$ cat src/rtl/fifo_pkg.sv
`default_nettype none
// ============================================================================
//  Module   : fifo_pkg
//  Purpose  : Shared constants and types for the parameterised synchronous
//             FIFO: default word width and depth, read-mode encoding, and a
//             helper used by the elaboration-time parameter checks.
//  Ports    : none (package)
//  Revision : 1.0 - initial release
// ============================================================================
package fifo_pkg;

    localparam int FIFO_WIDTH_DEF = 18;
    localparam int FIFO_DEPTH_DEF = 16;

    // Read-mode encoding carried by the FWFT parameter of the top level.
    typedef enum logic {
        RD_MODE_STD  = 1'b0,
        RD_MODE_FWFT = 1'b1
    } rd_mode_e;

    // True for powers of two that are at least 2.
    function automatic bit is_pow2(input int n);
        return (n >= 2) && ((n & (n - 1)) == 0);
    endfunction

endpackage : fifo_pkg
`default_nettype wire

$ cat src/rtl/fifo_ram.sv
`default_nettype none
// ============================================================================
//  Module   : fifo_ram
//  Purpose  : Simple dual-port storage for the FIFO. Synchronous write,
//             asynchronous read addressed by the read pointer. No reset:
//             contents are only ever exposed through valid pointers.
//  Ports    : clk      - write clock
//             i_we     - write enable
//             i_waddr  - write address
//             i_wdata  - write data
//             i_raddr  - read address
//             o_rdata  - read data (combinational from i_raddr)
//  Revision : 1.0 - initial release
// ============================================================================
module fifo_ram
    import fifo_pkg::*;
#(
    parameter int WIDTH  = FIFO_WIDTH_DEF,
    parameter int ADDR_W = 4
) (
    input  logic              clk,
    input  logic              i_we,
    input  logic [ADDR_W-1:0] i_waddr,
    input  logic [WIDTH-1:0]  i_wdata,
    input  logic [ADDR_W-1:0] i_raddr,
    output logic [WIDTH-1:0]  o_rdata
);

    logic [WIDTH-1:0] mem_q [2**ADDR_W];

    always_ff @(posedge clk) begin
        if (i_we) begin
            mem_q[i_waddr] <= i_wdata;
        end
    end

    assign o_rdata = mem_q[i_raddr];

endmodule : fifo_ram
`default_nettype wire

$ cat src/rtl/param_sync_fifo.sv
`default_nettype none
// ============================================================================
//  Module   : param_sync_fifo
//  Purpose  : Single-clock parameterised FIFO with registered status flags,
//             overflow/underflow pulses and selectable standard or
//             first-word-fall-through read mode.
//  Ports    : clk          - clock, all state on rising edge
//             rst_n        - asynchronous active-low reset
//             din          - write data
//             wr_en        - write request
//             rd_en        - read request
//             dout         - read data
//             full         - occupancy == DEPTH
//             empty        - occupancy == 0
//             almost_full  - occupancy >= AFULL_TH
//             almost_empty - occupancy <= AEMPTY_TH
//             count        - occupancy 0..DEPTH
//             overflow     - pulse: write requested while full
//             underflow    - pulse: read requested while empty
//  Revision : 1.0 - initial release
// ============================================================================
module param_sync_fifo
    import fifo_pkg::*;
#(
    parameter int WIDTH     = FIFO_WIDTH_DEF,
    parameter int DEPTH     = FIFO_DEPTH_DEF,
    parameter int FWFT      = 0,
    parameter int AFULL_TH  = DEPTH - 2,
    parameter int AEMPTY_TH = 2
) (
    input  logic                     clk,
    input  logic                     rst_n,
    input  logic [WIDTH-1:0]         din,
    input  logic                     wr_en,
    input  logic                     rd_en,
    output logic [WIDTH-1:0]         dout,
    output logic                     full,
    output logic                     empty,
    output logic                     almost_full,
    output logic                     almost_empty,
    output logic [$clog2(DEPTH):0]   count,
    output logic                     overflow,
    output logic                     underflow
);

    localparam int ADDR_W = $clog2(DEPTH);
    localparam int PTR_W  = ADDR_W + 1;
    localparam int CNT_W  = ADDR_W + 1;

    localparam logic [CNT_W-1:0] c_depth     = CNT_W'(DEPTH);
    localparam logic [CNT_W-1:0] c_afull_th  = CNT_W'(AFULL_TH);
    localparam logic [CNT_W-1:0] c_aempty_th = CNT_W'(AEMPTY_TH);
    localparam logic [CNT_W-1:0] c_cnt_one   = CNT_W'(1);
    localparam logic [PTR_W-1:0] c_ptr_one   = PTR_W'(1);

    // ------------------------------------------------------------------
    // Elaboration-time parameter checks
    // ------------------------------------------------------------------
    if (!is_pow2(DEPTH)) begin : g_chk_depth
        $error("param_sync_fifo: DEPTH must be a power of two >= 2");
    end
    if (WIDTH < 1) begin : g_chk_width
        $error("param_sync_fifo: WIDTH must be >= 1");
    end
    if ((AFULL_TH < 0) || (AFULL_TH > DEPTH)) begin : g_chk_afull
        $error("param_sync_fifo: AFULL_TH outside 0..DEPTH");
    end
    if ((AEMPTY_TH < 0) || (AEMPTY_TH > DEPTH)) begin : g_chk_aempty
        $error("param_sync_fifo: AEMPTY_TH outside 0..DEPTH");
    end
    if ((FWFT != int'(RD_MODE_STD)) && (FWFT != int'(RD_MODE_FWFT))) begin : g_chk_mode
        $error("param_sync_fifo: FWFT must be 0 or 1");
    end

    // ------------------------------------------------------------------
    // State
    // ------------------------------------------------------------------
    logic [PTR_W-1:0] wr_ptr_q,   wr_ptr_d;
    logic [PTR_W-1:0] rd_ptr_q,   rd_ptr_d;
    logic [CNT_W-1:0] count_q,    count_d;
    logic             full_q,     full_d;
    logic             empty_q,    empty_d;
    logic             afull_q,    afull_d;
    logic             aempty_q,   aempty_d;
    logic             overflow_q, overflow_d;
    logic             underflow_q, underflow_d;
    logic [WIDTH-1:0] dout_q,     dout_d;

    logic             w_wr_acc;
    logic             w_rd_acc;
    logic [WIDTH-1:0] w_ram_rdata;

    // Acceptance uses the registered flags, so a simultaneous request at
    // a boundary is resolved in favour of whichever side can proceed.
    assign w_wr_acc = wr_en && !full_q;
    assign w_rd_acc = rd_en && !empty_q;

    // ------------------------------------------------------------------
    // Pointer, occupancy and status next-state
    // ------------------------------------------------------------------
    always_comb begin
        wr_ptr_d    = wr_ptr_q;
        rd_ptr_d    = rd_ptr_q;
        count_d     = count_q;

        if (w_wr_acc) begin
            wr_ptr_d = wr_ptr_q + c_ptr_one;
        end
        if (w_rd_acc) begin
            rd_ptr_d = rd_ptr_q + c_ptr_one;
        end

        case ({w_wr_acc, w_rd_acc})
            2'b10:   count_d = count_q + c_cnt_one;
            2'b01:   count_d = count_q - c_cnt_one;
            default: count_d = count_q;
        endcase

        // Flags are computed from next occupancy and registered, so they
        // appear the cycle after the accepting edge.
        full_d      = (count_d == c_depth);
        empty_d     = (count_d == '0);
        afull_d     = (count_d >= c_afull_th);
        aempty_d    = (count_d <= c_aempty_th);

        overflow_d  = wr_en && full_q;
        underflow_d = rd_en && empty_q;
    end

    // ------------------------------------------------------------------
    // Storage
    // ------------------------------------------------------------------
    fifo_ram #(
        .WIDTH  (WIDTH),
        .ADDR_W (ADDR_W)
    ) u_ram (
        .clk     (clk),
        .i_we    (w_wr_acc),
        .i_waddr (wr_ptr_q[ADDR_W-1:0]),
        .i_wdata (din),
        .i_raddr (rd_ptr_q[ADDR_W-1:0]),
        .o_rdata (w_ram_rdata)
    );

    // ------------------------------------------------------------------
    // Read data path
    // ------------------------------------------------------------------
    if (FWFT == int'(RD_MODE_FWFT)) begin : g_rd_fwft
        // Head entry is shown directly while non-empty. The register keeps
        // a copy of the head so dout stays stable at the last head value
        // once the FIFO drains.
        always_comb begin
            dout_d = dout_q;
            if (!empty_q) begin
                dout_d = w_ram_rdata;
            end
        end
        assign dout = empty_q ? dout_q : w_ram_rdata;
    end else begin : g_rd_std
        // Registered output: loads only on an accepted read.
        always_comb begin
            dout_d = dout_q;
            if (w_rd_acc) begin
                dout_d = w_ram_rdata;
            end
        end
        assign dout = dout_q;
    end

    // ------------------------------------------------------------------
    // Registers
    // ------------------------------------------------------------------
    always_ff @(posedge clk or negedge rst_n) begin
        if (!rst_n) begin
            wr_ptr_q    <= '0;
            rd_ptr_q    <= '0;
            count_q     <= '0;
            full_q      <= 1'b0;
            empty_q     <= 1'b1;
            afull_q     <= 1'b0;
            aempty_q    <= 1'b1;
            overflow_q  <= 1'b0;
            underflow_q <= 1'b0;
            dout_q      <= '0;
        end else begin
            wr_ptr_q    <= wr_ptr_d;
            rd_ptr_q    <= rd_ptr_d;
            count_q     <= count_d;
            full_q      <= full_d;
            empty_q     <= empty_d;
            afull_q     <= afull_d;
            aempty_q    <= aempty_d;
            overflow_q  <= overflow_d;
            underflow_q <= underflow_d;
            dout_q      <= dout_d;
        end
    end

    // The pointer wrap bits are kept for debug visibility only; status is
    // derived from the occupancy counter.
    logic unused_ptr_wrap;
    assign unused_ptr_wrap = wr_ptr_q[ADDR_W] ^ rd_ptr_q[ADDR_W];

    assign full         = full_q;
    assign empty        = empty_q;
    assign almost_full  = afull_q;
    assign almost_empty = aempty_q;
    assign count        = count_q;
    assign overflow     = overflow_q;
    assign underflow    = underflow_q;

endmodule : param_sync_fifo
`default_nettype wire

$ cat config.mk
export PLATFORM = sky130hd
export DESIGN_NAME = param_sync_fifo
export DESIGN_NICKNAME = d
export VERILOG_FILES = /design/src/rtl/fifo_pkg.sv /design/src/rtl/fifo_ram.sv /design/src/rtl/param_sync_fifo.sv
export SDC_FILE = /design/constraint.sdc
export NUM_CORES = 1
export LEC_CHECK = 0
export ABC_CLOCK_PERIOD_IN_PS = 5900
export CORE_ASPECT_RATIO = 1.75
export CORE_UTILIZATION = 55
export CTS_CLUSTER_DIAMETER = 30
export DETAILED_ROUTE_END_ITERATION = 6
export PLACE_DENSITY = 0.73
export SYNTH_ARGS = -nofsm -noshare
export SYNTH_HDL_FRONTEND = slang
export SYNTH_HIERARCHICAL = 1
export SYNTH_SLANG_ARGS = --single-unit
$ cat constraint.sdc
create_clock -name clk -period 5.9 [get_ports clk]
set_input_delay 1.18 -clock clk [delete_from_list [all_inputs] [get_ports clk]]
set_output_delay 1.18 -clock clk [all_outputs]
set_load 0.1 [all_outputs]
==> metrics.txt <==
# TYPE chip_impl_metric gauge
chip_impl_info{name="cts_tree",value="yes"} 1
chip_impl_metric{name="die-height",unit="um"} 202.2
chip_impl_info{name="path_class",value="input port to flip-flop"} 1
chip_impl_metric{name="initial_antenna_violation_count",unit=""} 0
chip_impl_metric{name="maxClockFrequency",unit="MHz"} 270.3
chip_impl_metric{name="required",unit="ns"} 6.28
chip_impl_metric{name="critPathArrivalTime",unit="ns"} 4.08
chip_impl_metric{name="route.antenna.remaining_nets",unit=""} 0
chip_impl_metric{name="power.share.switching",unit="%"} 35.25
chip_impl_metric{name="finalHoldWorstSlack",unit="ns"} 0.4804
chip_impl_metric{name="synth.ff_latch_count",unit=""} 325
chip_impl_info{name="worst_setup_path_start_kind",value="input port"} 1
chip_impl_metric{name="cts_hold_buffers",unit=""} 0
chip_impl_metric{name="pwr_density_cell",unit="nW/um2"} 554.9
chip_impl_metric{name="yosys.cell_types.count",unit=""} 45
chip_impl_metric{name="hpwl",unit="um"} 15090
chip_impl_metric{name="die_area",unit="um2"} 23540
chip_impl_metric{name="final-setup-viol-count",unit=""} 0
chip_impl_metric{name="synthesis.area_per_instance",unit="um2"} 21.73
chip_impl_info{name="critPathMostFrequentCell",value="sky130_fd_sc_hd__xnor2_1"} 1
chip_impl_metric{name="grt_remaining_overflow",unit=""} 0
chip_impl_metric{name="ys_async_sr_fraction",unit="%"} 11.38
chip_impl_metric{name="drc",unit=""} 0
chip_impl_metric{name="final_nets",unit=""} 677
chip_impl_metric{name="route.vias.total",unit=""} 6118
chip_impl_metric{name="clock_path_buffers",unit=""} 3
chip_impl_info{name="outcome",value="finished, final reports clean"} 1
chip_impl_metric{name="post_synth_instance_area",unit="um2"} 12600
chip_impl_metric{name="grt_first_pass_wirelength",unit="um"} 39210
chip_impl_metric{name="final_min_period_over_clock_period",unit="%"} 62.69
chip_impl_metric{name="syn-num-nets",unit=""} 606
chip_impl_metric{name="vias_in_the_first_global_route",unit=""} 6484
chip_impl_info{name="synth_largest_area_cell",value="sky130_fd_sc_hd__edfxtp_1"} 1
chip_impl_metric{name="cts-resized-gates",unit=""} 0
chip_impl_metric{name="drt-initial-drc-count",unit=""} 544
chip_impl_metric{name="power_frac_seq",unit="%"} 39.3
chip_impl_metric{name="synth-seq-area-share",unit="%"} 76.00
chip_impl_metric{name="yosysWarningCount",unit=""} 6
chip_impl_metric{name="smallest_setup_slack_after_layout",unit="ns"} 2.201
chip_impl_metric{name="cts_setup_buffers",unit=""} 0
chip_impl_metric{name="hold_viol_final",unit=""} 0
chip_impl_metric{name="vdd_ir_drop_max",unit="mV"} 0.2812
chip_impl_metric{name="number_of_top_level_pins",unit=""} 51
chip_impl_metric{name="relSlewSlack",unit="%"} 15.94
chip_impl_metric{name="comb_power_share",unit="%"} 31.3
chip_impl_metric{name="fin_crit",unit="ns"} 3.699
chip_impl_info{name="grt_setup_unrepaired",value="no"} 1
chip_impl_metric{name="finalWeightedCongestion",unit=""} 0.7698
chip_impl_metric{name="worstMarginPinSlew",unit="ns"} 1.260
chip_impl_metric{name="insertion_delay",unit="ns"} 0.52
chip_impl_info{name="clock-root-buffer",value="sky130_fd_sc_hd__clkbuf_16"} 1
chip_impl_metric{name="clock_sink_count",unit=""} 325
chip_impl_metric{name="clock_skew",unit="ns"} 0.01513
chip_impl_info{name="worstSetupEndpointType",value="flip-flop"} 1
chip_impl_metric{name="design.core.area",unit="um2"} 22250
chip_impl_metric{name="power.leakage",unit="nW"} 4.913
chip_impl_metric{name="maxCapViolations",unit=""} 0
chip_impl_metric{name="netlist.area_leader.share",unit="%"} 68.63
chip_impl_metric{name="highest_cell_delay_on_the_worst_timing_path",unit="ns"} 0.80
chip_impl_info{name="min-delay-path-class",value="flip-flop to flip-flop"} 1
chip_impl_metric{name="timing.critical_path.fanout_max",unit=""} 28
chip_impl_info{name="synthFlopType",value="sky130_fd_sc_hd__edfxtp_1"} 1
chip_impl_metric{name="clockPowerShare",unit="%"} 29.4
chip_impl_info{name="timing.critical_path.cells",value="clkdlybuf4s50_1, nor2b_4, nand2_4, xnor2_1, ha_1, a21oi_1, xnor2_1, nor2_1, xor2_1, nor4_1"} 1
chip_impl_metric{name="fin_setup_tns",unit="ns"} 0
chip_impl_metric{name="slew_limit_fails",unit=""} 0
chip_impl_metric{name="pin_count_of_the_biggest_net_entering_global_routing",unit=""} 58
chip_impl_metric{name="post_drt_via_cell_ratio",unit=""} 6.268
chip_impl_metric{name="synth_enable_flop_cells",unit=""} 288
chip_impl_info{name="synth_area_leaders",value="sky130_fd_sc_hd__edfxtp_1 69%, sky130_fd_sc_hd__mux4_2 8.9%, sky130_fd_sc_hd__dfrtp_1 7.0%"} 1
chip_impl_metric{name="grt_overall_usage",unit="%"} 23.64
chip_impl_metric{name="numPortBuffers",unit=""} 50
chip_impl_metric{name="chipWidth",unit="um"} 116.4
chip_impl_metric{name="dpl_worst_slack",unit="ns"} 1.793
chip_impl_metric{name="wl_per_cell",unit="um"} 26.52
chip_impl_metric{name="numCtsBuffers",unit=""} 38
chip_impl_metric{name="drtPass1Iterations",unit=""} 6
chip_impl_info{name="worst_path_max_delay_cell",value="sky130_fd_sc_hd__nor2b_4"} 1
chip_impl_metric{name="synthToLayoutAreaGrowth",unit="%"} 16.84
chip_impl_metric{name="ctsHtreeMaxLevel",unit=""} 2
chip_impl_metric{name="p_int",unit="mW"} 5.290
chip_impl_metric{name="postSynthCellCount",unit=""} 580
chip_impl_info{name="netlist_top_cells_count",value="288 x sky130_fd_sc_hd__edfxtp_1, 50 x sky130_fd_sc_hd__mux4_2, 36 x sky130_fd_sc_hd__a22oi_1"} 1
chip_impl_metric{name="rows",unit=""} 72
chip_impl_metric{name="detail_route.wirelength",unit="um"} 25880
chip_impl_metric{name="clock_edge_transition_at_the_registers_on_the_reported_setup_and_hold_paths",unit="ns"} 0.06
chip_impl_info{name="synthMostInstantiatedCell",value="sky130_fd_sc_hd__edfxtp_1"} 1
chip_impl_metric{name="final_layout_size_suffix_gt1_share",unit="%"} 22.94
chip_impl_metric{name="n_antenna_cell",unit=""} 0
chip_impl_metric{name="netSwitchingPower",unit="mW"} 2.880
chip_impl_metric{name="start_util",unit="%"} 56.63
-- per-layer routing --
| metal | wire [um] | global-route usage (%) | vias up |
|---|---|---|---|
| met2 | 13920 | 40.43 | 300 |
| met1 | 9233 | 29.43 | 3179 |
| met5 | 0 | 0 | - |
| met4 | 1158 | 11.13 | 0 |
| li1 | - | - | 2559 |
| met3 | 1566 | 3.328 | 80 |
-- logic make-up (layout without fill, tap and decap cells) --
group	Yosys count	after routing	share of synthesized area, %
xor+xnor	12	12	0.9533
mux	92	92	15.31
simple gates	71	71	3.038
flops	325	325	76.00
compound gates	46	46	2.760
buf+inv	30	130	1.539
fa+ha+maj	4	4	0.3972
-- registers in the layout, indices dropped and copies added (netlist names) --
name and count:
count 5, u_ram/mem_q 288, almost_full 1, overflow 1, dout 18, empty 1, full 1, wr_ptr_q 4
almost_empty 1, underflow 1, rd_ptr_q 4
-- power groups by stage --
stage	logic (mW)	clock network [mW]	registers, mW
global placement	2.46	0	3.25
floorplan	1.38	0	3.70
finish	2.55	2.40	3.21
CTS	2.56	2.44	3.23
global route	2.68	2.52	3.26
detailed placement	2.53	0	3.27
-- layout by cell type (no fill, tap or decap), types with 4 or more instances in the layout --
cell type / instances
sky130_fd_sc_hd__mux4_1: 22
sky130_fd_sc_hd__nor2_2: 12
sky130_fd_sc_hd__nor3_2: 4
sky130_fd_sc_hd__bufinv_16: 4
sky130_fd_sc_hd__clkdlybuf4s50_1: 49
sky130_fd_sc_hd__nor2b_1: 4
sky130_fd_sc_hd__mux2_1: 19
sky130_fd_sc_hd__mux4_2: 50
sky130_fd_sc_hd__a22oi_1: 36
sky130_fd_sc_hd__edfxtp_1: 288
sky130_fd_sc_hd__xnor2_1: 7
sky130_fd_sc_hd__buf_4: 9
sky130_fd_sc_hd__nand2_1: 26
sky130_fd_sc_hd__dfrtp_1: 33
sky130_fd_sc_hd__clkinv_2: 6
sky130_fd_sc_hd__clkbuf_1: 5
sky130_fd_sc_hd__clkbuf_16: 41
sky130_fd_sc_hd__a21oi_1: 5
sky130_fd_sc_hd__ha_1: 4
-- cell type report --
cell class              instances  area [um2]
fillers                      1416        7528
flip-flops and latches        325        9582
well taps                     296       370.4
multi-input cells             225        2885
clock buffers                  47        1059
repair buffers                 59       563.0
inverters                       2       10.01
clock inverters                22       254.0
-- worst max-delay path: cells and delay by family --
| kind | cells | cell delay [ns] |
|---|---|---|
| XOR/XNOR | 3 | 0.55 |
| AND/OR/NAND/NOR | 4 | 1.46 |
| adder cells (fa/ha/maj) | 1 | 0.22 |
| buffers and inverters | 1 | 0.47 |
| AO/OA/AOI/OAI | 1 | 0.20 |
-- stage by stage --
stage / std cells / power [mW] / cell area, um2 / utilization, %
2_1_floorplan: 580 / 5.085 / 12600 / -
3_3_place_gp: 907 / 5.710 / 13410 / 60.27
3_5_place_dp: 907 / 5.799 / 13410 / 60.27
4_1_cts: 976 / 8.223 / 14720 / 66.17
5_1_grt: 976 / 8.465 / 14720 / 66.17
6_report: 976 / 8.170 / 14720 / 66.17
-- path summary, 6_finish.rpt --
path	start	to	slack (ns)	depth (start not counted)
worst max-delay path	rd_en	empty	2.20	10
worst min-delay path	dout[4]	dout[4]	0.48	1
worst max register to register	rd_ptr_q[0]	dout[8]	2.76	5
worst min register to register	dout[4]	dout[4]	0.48	1
max in group asynchronous	rst_n	rd_ptr_q[0]	4.43	1
min in group asynchronous	rst_n	dout[13]	0.80	1
Note: power is estimated with default switching activity, not from simulation.
